==> config.mk <==
export PLATFORM = sky130hd
export DESIGN_NAME = l1_ahb_burst_arbiter
export DESIGN_NICKNAME = d
export VERILOG_FILES = /design/src/rtl/l1_ahb_burst_arbiter.sv
export SDC_FILE = /design/constraint.sdc
export NUM_CORES = 1
export LEC_CHECK = 0
export CAP_MARGIN = 20
export CORE_ASPECT_RATIO = 1.25
export CORE_MARGIN = 2
export CORE_UTILIZATION = 35
export DETAILED_ROUTE_END_ITERATION = 8
export DONT_BUFFER_PORTS = 1
export GPL_ROUTABILITY_DRIVEN = 0
export PLACE_DENSITY_LB_ADDON = 0.3
export SYNTH_ARGS = -nofsm -noshare
export SYNTH_HDL_FRONTEND = slang
export SYNTH_SLANG_ARGS = --single-unit
==> constraint.sdc <==
create_clock -name HCLK -period 2.95 [get_ports HCLK]
set_clock_uncertainty 0.15 [all_clocks]
set_input_delay 0.4425 -clock HCLK [delete_from_list [all_inputs] [get_ports HCLK]]
set_output_delay 0.4425 -clock HCLK [all_outputs]
set_load 0.005 [all_outputs]
==> src/rtl/l1_ahb_burst_arbiter.sv <==
// Address-phase arbiter for a two-input AHB matrix output stage.
// Round-robin between ports, holding the grant through fixed bursts, undefined INCR and locked sequences.
module l1_ahb_burst_arbiter (
  input  logic       HCLK,
  input  logic       HRESETn,
  input  logic       req_port0,
  input  logic       req_port1,
  input  logic       HREADYM,
  input  logic       HSELM,
  input  logic [1:0] HTRANSM,
  input  logic [2:0] HBURSTM,
  input  logic       HMASTLOCKM,
  output logic [1:0] addr_in_port,
  output logic       no_port
);

  localparam logic [1:0] TRANS_IDLE   = 2'b00;
  localparam logic [1:0] TRANS_BUSY   = 2'b01;
  localparam logic [1:0] TRANS_NONSEQ = 2'b10;
  localparam logic [1:0] TRANS_SEQ    = 2'b11;

  logic [3:0] beat_cnt;
  logic [3:0] beat_cnt_nxt;
  logic [3:0] burst_load;
  logic       incr_hold;
  logic       incr_hold_nxt;
  logic       owner_req;
  logic       hold;
  logic       req_any;
  logic [1:0] grant_idx;

  always_comb begin
    case (HBURSTM)
      3'b010, 3'b011: burst_load = 4'd3;
      3'b100, 3'b101: burst_load = 4'd7;
      3'b110, 3'b111: burst_load = 4'd15;
      default:        burst_load = 4'd0;
    endcase
  end

  // Burst tracking for the current owner; an ungranted or deselected cycle ends any burst.
  always_comb begin
    beat_cnt_nxt  = beat_cnt;
    incr_hold_nxt = incr_hold;
    if (no_port || !HSELM || HTRANSM == TRANS_IDLE) begin
      beat_cnt_nxt  = 4'd0;
      incr_hold_nxt = 1'b0;
    end else if (HTRANSM == TRANS_NONSEQ) begin
      beat_cnt_nxt  = burst_load;
      incr_hold_nxt = (HBURSTM == 3'b001);
    end else if (HTRANSM == TRANS_SEQ && beat_cnt != 4'd0) begin
      beat_cnt_nxt = beat_cnt - 4'd1;
    end
  end

  assign owner_req = (addr_in_port == 2'b01) ? req_port1 : req_port0;

  assign hold = !no_port &&
                (HMASTLOCKM || beat_cnt_nxt != 4'd0 || HTRANSM == TRANS_BUSY ||
                 (incr_hold_nxt && owner_req));

  assign req_any = req_port0 | req_port1;

  always_comb begin
    grant_idx = addr_in_port;
    if (req_port0 && req_port1)
      grant_idx = (addr_in_port == 2'b01) ? 2'b00 : 2'b01;
    else if (req_port0)
      grant_idx = 2'b00;
    else if (req_port1)
      grant_idx = 2'b01;
  end

  always_ff @(posedge HCLK or negedge HRESETn) begin
    if (!HRESETn) begin
      addr_in_port <= 2'b00;
      no_port      <= 1'b1;
      beat_cnt     <= 4'd0;
      incr_hold    <= 1'b0;
    end else if (HREADYM) begin
      if (hold) begin
        beat_cnt  <= beat_cnt_nxt;
        incr_hold <= incr_hold_nxt;
      end else if (!req_any) begin
        // addr_in_port keeps the last owner so rotation resumes fairly
        no_port   <= 1'b1;
        beat_cnt  <= 4'd0;
        incr_hold <= 1'b0;
      end else begin
        addr_in_port <= grant_idx;
        no_port      <= 1'b0;
        if (grant_idx != addr_in_port) begin
          beat_cnt  <= 4'd0;
          incr_hold <= 1'b0;
        end else begin
          beat_cnt  <= beat_cnt_nxt;
          incr_hold <= incr_hold_nxt;
        end
      end
    end
  end

endmodule
# [Word-level counts from Yosys, hierarchy flattened]
# Cells that the tools add are included.
[op_classes] n_mux=18 bitwise=2 n_eq_ne=12 reduce_logical=19 addsub=1
[ops] cell="two-way mux 4 bit" n=6
[ops] cell="== test 3 bit (second input constant)" n=4
[ops] cell="case mux 4 bit (3 select lines)" n=1
[ops] cell="two-way mux 1 bit" n=8
[ops] cell="nonzero test 4 bit" n=2
[ops] cell="== test 3 x 2 -> 1 bit (second input constant)" n=2
[ops] cell="two-way mux 2 bit" n=3
[ops] cell="OR reduction 2 bit" n=3
[ops] cell="logical OR 1 bit" n=5
[ops] cell="== test 2 x 1 -> 1 bit (second input constant)" n=2
[ops] cell="== test 2 bit (second input constant)" n=2
[ops] cell="logical AND 1 bit" n=4
[ops] cell="subtractor 4 x 1 -> 4 bit (second input constant)" n=1
[ops] cell="== test 3 x 1 -> 1 bit (second input constant)" n=1
[ops] cell="AND reduction 3 bit" n=1
[ops] cell="zero test 1 bit" n=2
[ops] cell="zero test 2 bit" n=1
[ops] cell="inequality test 2 bit" n=1
[ops] cell="AND reduction 2 bit" n=1
[ops] cell="NOT 1 bit" n=1
[ops] cell="OR 1 bit" n=1
[totals] register_bits=8 word_cells=56 out_inout_bits=3

# [Depth between registers and ports, before layout]
[logic_depth] ltp_word=12 depth_mapped=8 ltp_nobuf=8

# [Least setup slack after synthesis]
# Ideal clock, no wire load.
[synth_path] path_kind="flip-flop to flip-flop" from="reg beat_cnt[0]" to="reg addr_in_port[0]" t_arrival_ns=1.931 setup_slack_ns=0.748 stages_incl_launch_ff=9 synth_period_minus_slack_ns=2.202 cell_sequence="dfrtp_1 inv_1 ha_1 nor3b_2 a21bo_2 a311o_1 a31oi_1 nor2b_1 a22o_1"
[synth_between] elab_chain_cells=12
[synth_lines] item="from (decl)" line_no="22" source="logic [3:0] beat_cnt;"
[synth_lines] item="from (signal assigned)" line_no="82" source="beat_cnt <= beat_cnt_nxt;"
[synth_lines] item="from (signal assigned)" line_no="96" source="beat_cnt <= beat_cnt_nxt;"
[synth_lines] item="parallel branches: the longest is 2 deep, another holds subtractor 4 x 1 -> 4 bit"
[synth_lines] item="two-way mux 4 bit (*)" line_no="51" source="end else if (HTRANSM == TRANS_SEQ && beat_cnt != 4'd0) begin"
[synth_lines] item="two-way mux 4 bit (*)" line_no="48" source="end else if (HTRANSM == TRANS_NONSEQ) begin"
[synth_lines] item="two-way mux 4 bit (*)" line_no="45" source="if (no_port || !HSELM || HTRANSM == TRANS_IDLE) begin"
[synth_lines] item="nonzero test 4 bit (*)" line_no="59" source="(HMASTLOCKM || beat_cnt_nxt != 4'd0 || HTRANSM == TRANS_BUSY ||"
[synth_lines] item="logical OR 1 bit (*) (3 in series)" line_no="59"
[synth_lines] item="logical AND 1 bit (*)" line_no="58" source="assign hold = !no_port &&"
[synth_lines] item="NOT 1 bit (no line) (*)"
[synth_lines] item="AND reduction 3 bit (no line) (*)"
[synth_lines] item="to (signal assigned)" line_no="90" source="addr_in_port <= grant_idx;"
[synth_lines] item="to (decl)" line_no="13" source="output logic [1:0] addr_in_port,"
# Every way passes the cells marked *.
# A chain may end at the register's enable or synchronous reset.

# [Worst setup path in the final report]
# Ends and elaborated chain as after synthesis.

==> reports/qor.txt <==
Residual DRC -> 0
GRT Util Overall -> 14.20%
most common cell in the netlist -> dfrtp_1
Die ar. -> 2179 um^2
FP Rows -> 17
Worst Hold Class -> input port to register
flops & latches, synth -> 8
Post-CTS Resized -> 0
Gate Count Post-Synth -> 72
Metal-1 WL -> 611 um
status -> finished clean
top cell type's share of synthesized area -> 27.50%
final setup fails -> 0
post-synthesis async set-or-reset flop share -> 100.0%
Yosys cell types -> 38
worst-path maximum fanout -> 6
Nets -> 88
Synth area leaders -> dfrtp_1, nor2b_1, mux2i_1, dfstp_2, nand4b_1
latest clock arrival within the worst-skew pair -> 250 ps
utilization after layout -> 39.24%
Initial DRT Pass Iterations -> 4
Bufs on Longest Clock Path -> 2
synthesized area per cell -> 8.845 um^2
largest net degree at the start of global routing -> 15
crit path kind -> register to register
multi-input logic area -> 404.1 um^2
Via density -> 6.011
antenna cells -> 0
Clock transition at path regs -> 60 ps
vias in the first global route -> 542
CTS tree -> built
Critical Path Sink Type -> register
Seq/Total Area, Yosys -> 31.63%
max frequency -> 0.4153 GHz
CTS Buf Count -> 3
Worst setup SP type -> register
clock root buffer -> clkbuf_4
PD cells -> 552.5 nW/um^2
Max Used Layer -> met3
Layout area overhead -> 7.466%
CTS H-tree depth -> 1
worst slew pin tran -> 443.8 ps
RSZ-0062 raised after global routing -> no
Register Area -> 201.4 um^2
initial antenna violation count -> 0
final hold violations -> 0
Rel. slew slack -> 70.21%
EDFF count, synth -> 0
VDD IR-drop max -> 292.7 uV
dpl cells -> 88
fillers -> 182
Met2 Wirelength -> 654 um
Max-Cap Viols -> 0
Via Count -> 559
crit path DAT -> 2400 ps
DIE HEIGHT -> 51.69 um
IO Count -> 15
DP Wirelength -> 1.042 mm
GRT overflow -> 0
DRT Wirelength -> 1.364 mm
worst hold slack -> 115.4 ps
Synth Cell Area -> 636.9 um^2
Synth Flop Type -> dfrtp_1
top cells by count, synth -> dfrtp_1, a21oi_1, inv_1, nand2_1, nor2b_1
yosys warns -> 0
Worst Path Required -> 2950 ps
Die X -> 42.16 um
Tcrit/Tclk final -> 81.62%
Detail Route Antenna Nets -> 0
post-synth top area cell -> dfrtp_1
clock sink count -> 8
P_leak -> 0.2624 nW
wire per inst -> 14.67 um
Final Non-Filler Cells -> 93
first-pass GRT wire length -> 2.359 mm
Starting Density -> 36.51%
TNS Setup -> 0 ps
Mapped Nets -> 85
initial drt markers -> 17
IO buf count -> 0
DR WL met3 -> 99 um
Final min period -> 2408 ps
area of the core -> 1744 um^2
proportion of layout cells with a drive suffix above 1 -> 14.86%
fin. max-slew vios -> 0
-- cell type report --
cell class / count / area share (%)
Clock buffer: 4 / 3.839
Inverter: 5 / 2.742
Multi-Input combinational cell: 56 / 59.05
Sequential cell: 8 / 29.43
Tap cell: 19 / 3.473
Timing Repair Buffer: 1 / 1.463
-- worst max-delay path: stages, from the launching register on --
cell and delay [ps]:
dfrtp_1 440, inv_1 110, ha_1 210, nor3b_2 360, nor3_1 110, a311o_1 330, a31oi_1 270, nor2b_1 140
a22o_1 210
-- through the flow --
stage               power, mW  worst slack, ps  area [um^2]
finish                 0.3781            542.2        684.4
global route           0.4130            375.6        684.4
CTS                    0.3837            562.0        684.4
detailed placement     0.2862            558.0        648.1
global placement       0.2846            604.7        648.1
floorplan              0.2678            747.8        636.9
-- where the power goes --
| part | total [mW] | internal (mW) | switching, mW |
|---|---|---|---|
| registers | 0.162 | 0.133 | 0.0293 |
| clock network | 0.0893 | 0.0518 | 0.0375 |
| logic | 0.127 | 0.0677 | 0.0592 |
-- worst paths after layout --
kind / startpoint / cells after the start / endpoint / slack [ps]
max: beat_cnt[0]$_DFFE_PN0P_ / 8 / addr_in_port[0]$_DFFE_PN0P_ / 540
min in group asynchronous: HRESETn / 1 / incr_hold$_DFFE_PN0P_ / 380
min reg2reg: incr_hold$_DFFE_PN0P_ / 2 / incr_hold$_DFFE_PN0P_ / 370
min: HREADYM / 1 / incr_hold$_DFFE_PN0P_ / 120
max reg2reg: beat_cnt[0]$_DFFE_PN0P_ / 8 / addr_in_port[0]$_DFFE_PN0P_ / 540
max in group asynchronous: HRESETn / 1 / no_port$_DFFE_PN1P_ / 1950
-- sequential cells by signal, indices dropped and copies added, names as in the netlist --
signal,count
addr_in_port,2
beat_cnt,4
no_port,1
incr_hold,1
-- layout by cell type, fill, tap and decap left out, drive strengths merged, types with 2 or more instances in the layout --
master,instances
dfrtp,7
inv,5
nor2b,5
nand2,5
a21oi,5
nor2,4
clkbuf,4
nand4b,3
mux2i,3
o21ai,3
nand2b,2
nand3,2
a21bo,2
mux2,2
-- kinds of logic after synthesis --
| logic type | count (synthesis) | synth area share [%] |
|---|---|---|
| flip-flops | 8 | 31.63 |
| multiplexers | 5 | 8.840 |
| adder cells (fa/ha/maj) | 1 | 1.964 |
| buffers and inverters | 8 | 4.912 |
| AND/OR/NAND/NOR | 27 | 25.54 |
| AO/OA/AOI/OAI | 23 | 27.11 |
-- repair_timing --
action | CTS | global route
hold endpoints to repair | 8 | 0
endpoints found under the setup margin | 0 | 0
hold buffers | 1 | 0
buffers inserted | 0 | 0
-- per-layer routing --
| layer | vias up | track usage (%) |
|---|---|---|
| met5 | - | 0 |
| met4 | 0 | 6.250 |
| met3 | 0 | 2.778 |
| met2 | 19 | 21.35 |
| met1 | 265 | 19.70 |
| li1 | 275 | - |
(Power assumes the default switching activity.)
